## src/rtl/sw8_gpio_in.sv

```systemverilog
`default_nettype none
`timescale 1ns/1ps
// +--------------------------------------------------------------------------+
// | sw8_gpio_in : 8-bit debounced switch input, sticky edge flags, read-clear |
// | Optional macro SW8_GPIO_IRQ_EN adds the registered interrupt. Rev 1.0     |
// +--------------------------------------------------------------------------+
module sw8_gpio_in #(
  parameter int         DEBOUNCE_CYCLES = 50000,
  parameter int         EDGE_MODE       = 0,
  parameter logic [7:0] IRQ_MASK        = 8'hFF
) (
  input  logic       CLK,
  input  logic       RESET,
  input  logic [7:0] SW8_GPIO_I_pin,
  input  logic       RD_STB,
  output logic [7:0] DATA_O,
  output logic [7:0] RD_DATA,
  output logic       RD_VALID,
  output logic       IRQ_O
);

  localparam int               CNT_W    = (DEBOUNCE_CYCLES > 1) ? $clog2(DEBOUNCE_CYCLES) : 1;
  localparam logic [CNT_W-1:0] CNT_LAST = CNT_W'(DEBOUNCE_CYCLES - 1);

  logic [7:0] r_meta;
  logic [7:0] r_sync;
  logic [7:0] r_flags;
  logic [7:0] w_toggle;
  logic [7:0] w_edge;

  always_ff @(posedge CLK) begin
    if (RESET) begin
      r_meta <= 8'h00;
      r_sync <= 8'h00;
    end else begin
      r_meta <= SW8_GPIO_I_pin;
      r_sync <= r_meta;
    end
  end

  generate
    for (genvar i = 0; i < 8; i++) begin : g_bit
      logic [CNT_W-1:0] r_cnt;
      logic             w_diff;

      assign w_diff      = r_sync[i] ^ DATA_O[i];
      assign w_toggle[i] = w_diff && (r_cnt == CNT_LAST);

      always_ff @(posedge CLK) begin
        if (RESET || !w_diff || w_toggle[i]) begin
          r_cnt <= '0;
        end else begin
          r_cnt <= r_cnt + CNT_W'(1);
        end
      end
    end
  endgenerate

  always_ff @(posedge CLK) begin
    if (RESET) begin
      DATA_O <= 8'h00;
    end else begin
      DATA_O <= DATA_O ^ w_toggle;
    end
  end

  // Edge type is judged from the pre-toggle state of DATA_O.
  generate
    if (EDGE_MODE == 0) begin : g_rise
      assign w_edge = w_toggle & ~DATA_O;
    end else if (EDGE_MODE == 1) begin : g_fall
      assign w_edge = w_toggle & DATA_O;
    end else begin : g_both
      assign w_edge = w_toggle;
    end
  endgenerate

  // A read clears exactly the flags it returns; an edge on the same cycle survives.
  always_ff @(posedge CLK) begin
    if (RESET) begin
      r_flags  <= 8'h00;
      RD_DATA  <= 8'h00;
      RD_VALID <= 1'b0;
    end else begin
      RD_VALID <= RD_STB;
      if (RD_STB) begin
        RD_DATA <= r_flags;
      end
      r_flags <= (RD_STB ? 8'h00 : r_flags) | w_edge;
    end
  end

`ifdef SW8_GPIO_IRQ_EN
  logic r_irq;

  always_ff @(posedge CLK) begin
    if (RESET) begin
      r_irq <= 1'b0;
    end else begin
      r_irq <= |(r_flags & IRQ_MASK);
    end
  end

  assign IRQ_O = r_irq;
`else
  // Folds to a constant zero.
  assign IRQ_O = &{1'b0, IRQ_MASK};
`endif

endmodule
`default_nettype wire
```

## config.mk

```make
export PLATFORM = sky130hd
export DESIGN_NAME = sw8_gpio_in
export DESIGN_NICKNAME = d
export VERILOG_FILES = /design/src/rtl/sw8_gpio_in.sv
export SDC_FILE = /design/constraint.sdc
export NUM_CORES = 1
export LEC_CHECK = 0
export ABC_AREA = 1
export ABC_CLOCK_PERIOD_IN_PS = 1300
export BUFFER_PORTS_ARGS = -buffer_cell sky130_fd_sc_hd__buf_2
export CORE_MARGIN = 3
export CORE_UTILIZATION = 56
export CTS_CLUSTER_SIZE = 20
export DETAILED_ROUTE_END_ITERATION = 8
export GPL_ROUTABILITY_DRIVEN = 0
export PLACE_DENSITY = 0.84
export SYNTH_ARGS = -nofsm -noshare
export SYNTH_HDL_FRONTEND = slang
export SYNTH_SLANG_ARGS = --single-unit
```

## constraint.sdc

```tcl
create_clock -name CLK -period 1.3 [get_ports CLK]
set_clock_uncertainty 0.05 [all_clocks]
set_input_delay 0.13 -clock CLK [delete_from_list [all_inputs] [get_ports CLK]]
set_output_delay 0.13 -clock CLK [all_outputs]
set_load 0.03 [all_outputs]
```

# Word level (Yosys, flattened, before mapping)
# Cells that the tools add are included.
[op_classes]
add_sub_neg = 8
eq_ne = 8
mux = 1
n_bitwise = 12
n_reduce_logical = 32
[ops]
columns = ["op", "n"]
rows = [
  ["$add 16x1->16 const B", 8],
  ["$eq 16x16->1 const B", 8],
  ["$logic_or 1x1->1", 16],
  ["$and 8x8->8", 1],
  ["$logic_and 1x1->1", 8],
  ["$logic_not 1->1", 8],
  ["$mux 8", 1],
  ["$not 8->8", 1],
  ["$or 8x8->8", 1],
  ["$xor 1x1->1", 8],
  ["$xor 8x8->8", 1],
]
[word_totals]
ff_bits = 169
in_bits = 11
out_inout_bits = 18
word_cells = 75

# Logic depth before layout (Yosys ltp)
# Gate-level depths: netlist of run 1.
[logic_depth]
ltp_word = 4
depth_mapped = 9

# Worst setup path after synthesis of run 1
# OpenSTA, ideal clock, no wires.
[synth_timing]
kind = "flip-flop to flip-flop"
start = "register g_bit[3].r_cnt[0]"
end = "register g_bit[3].r_cnt[9]"
arrival_time_ns = 1.218
required_time_ns = 1.136
slack_ns = -0.082
stages_incl_launch_ff = 10
n_path_buf = 1
cell_sequence = "dfxtp_1 ha_1 nand2_1 nor2_4 inv_2 nor2_4 nand2_2 nand2_4 buf_6 nor2_1"
[synth_via]
elab_chain_len = 3
elab_cells_between_ends = 4
cone_classes = "add/sub: 1; eq/ne: 1; reduce/logical: 2"
[synth_rtl]
columns = ["item", "line_no", "rtl"]
rows = [
  ["start, declared", "43", "logic [CNT_W-1:0] r_cnt;"],
  ["start signal, assigned", "53", "r_cnt <= r_cnt + CNT_W'(1);"],
  ["branches (longest 3 deep; another with $add 16x1->16)", "n/a", ""],
]
# Parallel ways; which one is timed is not known.
# A chain may end at the register's enable or synchronous reset.

# Worst setup path after layout of run 1
[layout_timing]
start = "register g_bit[3].r_cnt[1]"
end = "register g_bit[3].r_cnt[3]"
# Same word-level chain as after synthesis.

==> flow_metrics.env, run 1 <==
export IMPL_antenna_found_initial=0
export IMPL_ir_worst_vdd_mv=0.974
export IMPL_slew_viol_final=0
export IMPL_critical_path_max_stage_delay_ns=0.37
export IMPL_fmax_ghz=0.698
export IMPL_ys_async_sr_fraction=0
export IMPL_firstDrtPassIters=5
export IMPL_finalSetupViolations=74
export IMPL_route_detailed_wl_per_inst_um=14.5
export IMPL_fillers=800
export IMPL_grt_ovfl_total=0
export IMPL_worstPathMaxFanout=8
export IMPL_slowest_stage="dfxtp_2"
export IMPL_multi_input_area_um2=4730
export IMPL_required_ns=1.57
export IMPL_path_clk_slew_ns=0.07
export IMPL_finish_instance_area_um2=10700
export IMPL_cts_max_path_buffers=2
export IMPL_rsz0062_at_grt="yes"
export IMPL_p_leak_nw=3.72
export IMPL_seq_area_um2=3460
export IMPL_finalPower_mw=10.4
export IMPL_violations="negative setup slack"
export IMPL_fin_crit_ns=1.43
export IMPL_n_antenna_cell=0
export IMPL_powerDensity_nw_per_um2=977
export IMPL_portBuffers=27
export IMPL_hold_viol=0
export IMPL_cp_arrival_ns=1.70
export IMPL_fin_nets=1305
export IMPL_via_count=8020
export IMPL_drt_initial_drc_count=596
export IMPL_cts_buffers=17
export IMPL_grt_max_degree=36
export IMPL_startpoint_type="flop"
export IMPL_fp_coreArea_um2=13500
export IMPL_drive_above_1_share=0.320
export IMPL_drv_cap=0
export IMPL_cts_root_buf="clkbuf_16"
export IMPL_place_area_um2=9060
export IMPL_syn2layout_area_growth_pct=35.0
export IMPL_crit_chain="ha_4 -> nand2_4 -> nor2_4 -> inv_4 -> nor2_4 -> nand2_4 -> nand2_8 -> a21oi_2"
export IMPL_yosysWarningCount=0
export IMPL_die_w_um=125
export IMPL_worstSkewPairLatency_ns=0.44
export IMPL_synth_edf_count=0
export IMPL_clock_sinks=169
export IMPL_path_buf_inv=1
export IMPL_die_h_um=125
export IMPL_track_usage=0.227
export IMPL_cpLargestDelayFamily="simple AND/OR/NAND/NOR gates"
export IMPL_hold_ws_ns=0.0597
export IMPL_grt_pass1_vias=7036
export IMPL_routed_via_density=5.44
export IMPL_h_tree_depth=4
export IMPL_crit_path_end_kind="flop"
export IMPL_wl_um=21400
export IMPL_place_hpwl_um=12000
export IMPL_core_rowCount=42
export IMPL_fin_cells=1475
export IMPL_placedCellCount=1418
export IMPL_start_util=0.585
export IMPL_grt_pass1_wl_um=29900
export IMPL_drc=0
export IMPL_worst_slack_ns=-0.133
export IMPL_ys_ff_latch=169
export IMPL_place_ws_ns=-0.0548
export IMPL_critPathKind="flop to flop"
export IMPL_die_area_um2=15600
export IMPL_syn_instance_count=1132
export IMPL_avgSynthCellArea_um2=6.98
export IMPL_cts_tree="yes"
export IMPL_hp_class="input port to flop"
export IMPL_synthDistinctLibCells=32
export IMPL_outcome="finished with violations"
export IMPL_syn_nets=1151
export IMPL_drt_antenna_violating_nets=0
export IMPL_yosys_most_used_dff="dfxtp_1"
export IMPL_ys_seq_area_frac=0.428
export IMPL_synth_cell_area_um2=7900
export IMPL_io_pins=29
export IMPL_finalCritPeriodShare=1.10
==> placed cells by master, fill, tap and decap left out, types with 6 or more instances in the layout <==
cell           Yosys  routed
nand2_1          238     223
nor2_1           281     213
dfxtp_1          169     117
inv_1            111     103
buf_4              1      95
nand3_1           73      59
nor2_2            13      51
dfxtp_2            0      49
nand4_1           38      38
a21oi_1           63      36
nor2_4             3      33
xor2_1            34      28
a21oi_2            0      27
xnor2_1           25      25
buf_2              5      24
clkbuf_16          0      20
nand2_2           10      19
inv_2              6      12
nand3_2            2      10
o21ai_0           13       9
o21ai_1            4       8
ha_4               0       8
dlygate4sd3_1      0       8
buf_6              8       8
or2_2              7       7
nand2_4            1       7
buf_12             0       7
nand3_4            0       6
o21bai_1           6       6
xor2_2             0       6
==> path summary, 6_finish.rpt <==
kind                                   startpoint                end  slack, ns  cells after the start
worst min-delay path                        RESET          r_meta[2]       0.06                      3
worst max-delay path            g_bit[3].r_cnt[1]  g_bit[3].r_cnt[3]      -0.13                      8
worst max register to register  g_bit[3].r_cnt[1]  g_bit[3].r_cnt[3]      -0.13                      8
worst min register to register          r_meta[7]          r_sync[7]       0.36                      2
==> synthesized netlist by cell type, types with 7 or more instances <==
master,number,share of area
nor2_1,281,0.13
nand2_1,238,0.11
dfxtp_1,169,0.43
inv_1,111,0.053
nand3_1,73,0.046
a21oi_1,63,0.040
nand4_1,38,0.030
xor2_1,34,0.038
xnor2_1,25,0.028
nor2_2,13,0.010
o21ai_0,13,0.0082
nand2_2,10,0.0079
buf_6,8,0.011
ha_1,8,0.013
or2_2,7,0.0055
==> sequential cells by signal, indices dropped and copies added, names as in the netlist, named ones only <==
signal,flops
g_bit.r_cnt,128
r_meta,8
r_sync,8
RD_VALID,1
r_flags,8
RD_DATA,8
==> power by group <==
| part | switching (mW) | internal [mW] | leakage, nW |
|---|---|---|---|
| Sequential | 0.0308 | 5.22 | 1.39 |
| Combinational | 0.203 | 0.136 | 2.06 |
| Clock | 2.11 | 2.73 | 0.269 |
| Total | 2.34 | 8.08 | 3.72 |
==> worst register-to-register path, stage by stage (launching register included) <==
cell	delay (ns)
dfxtp_2	0.37
ha_4	0.16
nand2_4	0.06
nor2_4	0.17
inv_4	0.07
nor2_4	0.14
nand2_4	0.10
nand2_8	0.14
a21oi_2	0.06
==> per-stage QoR <==
stage	utilization	setup TNS (ns)
finish	0.790	-3.97
detailed placement	0.671	-0.615
global route	0.790	-10.22
floorplan	-	-0.317
CTS	0.726	-0.157
global placement	0.671	-0.00767
==> routing by layer <==
metal / vias to the layer above / track usage / part of all wire
met5: - / 0 / 0
met4: 0 / 0.0948 / 0.037
met3: 83 / 0.0527 / 0.053
met2: 306 / 0.388 / 0.51
met1: 3749 / 0.273 / 0.40
li1: 3882 / - / -
==> repair_timing <==
action,4_1_cts,5_1_grt
endpoints found under the hold margin,8,0
pin swaps,6,36
buffers inserted,2,11
resized for setup,19,226
hold buffers,8,0
endpoints found under the setup margin,66,144
gates cloned,1,3
==> final cells by class <==
cell class                      instances  share of cell area
Clock buffer                           21              0.0432
Clock inverter                         11             0.00926
Inverter                              118              0.0420
Multi-Input combinational cell        831               0.443
Sequential cell                       169               0.324
Tap cell                              176              0.0206
Timing Repair Buffer                  149               0.118
==> logic make-up (layout without fill, tap and decap cells) <==
| logic type | after synthesis | count (layout) | synth area share |
|---|---|---|---|
| xor gates and xnor gates | 59 | 59 | 0.0654 |
| other | 1 | 1 | 0.000475 |
| buffers and inverters | 133 | 299 | 0.0720 |
| AOI/OAI and AO/OA | 86 | 86 | 0.0564 |
| and+or+nand+nor | 676 | 677 | 0.365 |
| adders and majority gates | 8 | 8 | 0.0127 |
| DFF | 169 | 169 | 0.428 |
(Power assumes the default switching activity.)
==> inputs of run 2 (changes only) <==
--- a/config.mk
+++ b/config.mk
@@ -6,13 +6,15 @@
 export NUM_CORES = 1
 export LEC_CHECK = 0
 export ABC_AREA = 1
-export ABC_CLOCK_PERIOD_IN_PS = 1300
+export ABC_CLOCK_PERIOD_IN_PS = 1270
 export BUFFER_PORTS_ARGS = -buffer_cell sky130_fd_sc_hd__buf_2
+export CAP_MARGIN = 20
 export CORE_MARGIN = 3
 export CORE_UTILIZATION = 56
 export CTS_CLUSTER_SIZE = 20
 export DETAILED_ROUTE_END_ITERATION = 8
 export GPL_ROUTABILITY_DRIVEN = 0
+export GPL_TIMING_DRIVEN = 0
 export PLACE_DENSITY = 0.84
 export SYNTH_ARGS = -nofsm -noshare
 export SYNTH_HDL_FRONTEND = slang
==> constraint.sdc (replaced) <==
create_clock -name CLK -period 1.27 [get_ports CLK]
set_clock_uncertainty 0.05 [all_clocks]
set_input_delay 0.127 -clock CLK [delete_from_list [all_inputs] [get_ports CLK]]
set_output_delay 0.127 -clock CLK [all_outputs]
set_load 0.03 [all_outputs]
==> run 2 against run 1 <==
Against the previous run: the run ends with design-rule violations, negative setup slack left; first-iteration DRC count is 33% higher; clock power is 10% higher; clock-buffer cell count is 3 lower; worst hold slack better by 0.091 ns; critical endpoint is now g_bit[3].r_cnt[4]; sequential cell count stayed put; final area is 2.2% higher; critical path depth is 1 lower; via count is 0.36% higher; fmax is 2.0% higher; register-to-register slack hardly changed; non-clock buffer count is 18 lower.
==> flow_metrics.env, run 2 (synthesis gave the netlist of run 1 again) <==
export IMPL_startpoint_type="flop"
export IMPL_reg2reg_depth=7
export IMPL_route_detailed_wl_per_inst_um=15.3
export IMPL_reg2reg_slack_ns=-0.14
export IMPL_via_count=8049
export IMPL_cp_arrival_ns=1.69
export IMPL_critPathKind="flop to flop"
export IMPL_drt_initial_drc_count=793
export IMPL_start_util=0.585
export IMPL_required_ns=1.55
export IMPL_worst_slack_ns=-0.135
export IMPL_worstPathMaxFanout=6
export IMPL_largest_reg_flops=128
export IMPL_routed_via_density=5.53
export IMPL_hp_class="input port to flop"
export IMPL_rr_startpoint="g_bit[3].r_cnt[12]"
export IMPL_wl_um=22300
export IMPL_powerDensity_nw_per_um2=1010
export IMPL_fillers=763
export IMPL_cpLargestDelayFamily="simple AND/OR/NAND/NOR gates"
export IMPL_finalPower_mw=11.1
export IMPL_fin_tns_setup_ns=-7.00
export IMPL_hold_ws_ns=0.151
export IMPL_ir_worst_vdd_mv=1.13
export IMPL_path_clk_slew_ns=0.07
export IMPL_crit_end="g_bit[3].r_cnt[4]"
export IMPL_placedCellCount=1334
export IMPL_n_antenna_cell=0
export IMPL_drc=1
export IMPL_rsz0062_at_grt="yes"
export IMPL_worstReg2RegEnd="g_bit[3].r_cnt[4]"
export IMPL_layout_common_cells="nand2_1 (215), nor2_1 (185), inv_1 (105)"
export IMPL_die_w_um=125
export IMPL_p_leak_nw=3.64
export IMPL_place_ws_ns=-0.207
export IMPL_fin_nets=1286
export IMPL_fin_cells=1456
export IMPL_track_usage=0.237
export IMPL_clock_sinks=169
export IMPL_firstDrtPassIters=9
export IMPL_final_common_cell="nand2_1"
export IMPL_path_buf_inv=1
export IMPL_cts_root_buf="clkbuf_16"
export IMPL_drv_cap=0
export IMPL_crit_top_cell="nor2_1"
export IMPL_grt_max_degree=17
export IMPL_drt_antenna_violating_nets=0
export IMPL_worstSkewPairLatency_ns=0.44
export IMPL_hold_viol=0
export IMPL_fp_coreArea_um2=13500
export IMPL_crit_chain="nor2_1 -> nand3_1 -> nor2_2 -> nand2_2 -> nand2_4 -> clkbuf_16 -> nor2_1"
export IMPL_syn2layout_area_growth_pct=37.9
export IMPL_grt_pass1_vias=7064
export IMPL_setup_worst_path_start="g_bit[3].r_cnt[12]"
export IMPL_finalCritPeriodShare=1.11
export IMPL_crit_path_end_kind="flop"
export IMPL_die_h_um=125
export IMPL_io_pins=29
export IMPL_crit_cells=7
export IMPL_critical_path_max_stage_delay_ns=0.37
export IMPL_cts_buffers=17
export IMPL_slowest_stage="dfxtp_1"
export IMPL_cts_tree="yes"
export IMPL_slew_viol_final=0
export IMPL_die_area_um2=15600
export IMPL_h_tree_depth=4
export IMPL_largest_register="g_bit.r_cnt"
export IMPL_grt_pass1_wl_um=31100
export IMPL_violations="design-rule violations, negative setup slack"
export IMPL_grt_ovfl_total=0
export IMPL_fmax_ghz=0.712
export IMPL_place_hpwl_um=11400
export IMPL_antenna_found_initial=0
export IMPL_core_rowCount=42
export IMPL_drive_above_1_share=0.374
export IMPL_portBuffers=26
export IMPL_cts_max_path_buffers=2
export IMPL_whs_path_depth=4
export IMPL_fin_crit_ns=1.41
export IMPL_finalSetupViolations=124
export IMPL_outcome="finished with violations"
## run 2: worst min-delay path by stage
stage                                  from    endpoint
after CTS                            RD_STB  r_flags[0]
final                                RD_STB  r_flags[1]
after global placement    SW8_GPIO_I_pin[6]   r_meta[6]
after detailed placement  SW8_GPIO_I_pin[6]   r_meta[6]
after global routing                 RD_STB  r_flags[1]
after floorplan           SW8_GPIO_I_pin[0]   r_meta[0]
## run 2: metrics by stage
step,cell area [um^2],utilization
after floorplan,8050,-
after global placement,8400,0.622
after detailed placement,8400,0.622
after CTS,9720,0.720
after global routing,10900,0.807
final,10900,0.807
## run 2: power breakdown
part / internal [mW] / switching, mW / total [mW] / leakage, nW
combinational: 0.163 / 0.227 / 0.390 / 1.94
clock: 3.00 / 2.32 / 5.32 / 0.295
sequential: 5.32 / 0.0334 / 5.35 / 1.41
## run 2: worst min-delay path: cells and delay by family
kind | cells | cell delay [ns]
buffers and inverters | 2 | 0.29
and+or+nand+nor | 1 | 0.07
AOI/OAI and AO/OA | 1 | 0.12
## run 2: timing repair
action,4_1_cts,5_1_grt
gates cloned,5,3
endpoints found under the setup margin,133,146
buffers inserted,33,38
hold buffers,12,0
pin swaps,27,50
resized for setup,90,279
endpoints found under the hold margin,10,0
## run 2: cell type report
cell class / count / area, um^2 / share of cell area
Multi-Input combinational cell: 830 / 4970 / 0.456
Sequential cell: 169 / 3520 / 0.323
Timing Repair Buffer: 116 / 996 / 0.0914
Inverter: 118 / 448 / 0.0411
Clock buffer: 18 / 439 / 0.0403
Tap cell: 176 / 220 / 0.0202
Clock inverter: 14 / 165 / 0.0152
Buffer: 15 / 141 / 0.0130
## run 2: layer usage
layer,global-route usage,vias up,part of all wire
li1,-,3842,-
met1,0.286,3804,0.39
met2,0.401,326,0.52
met3,0.0553,77,0.059
met4,0.105,0,0.029
met5,0,-,0
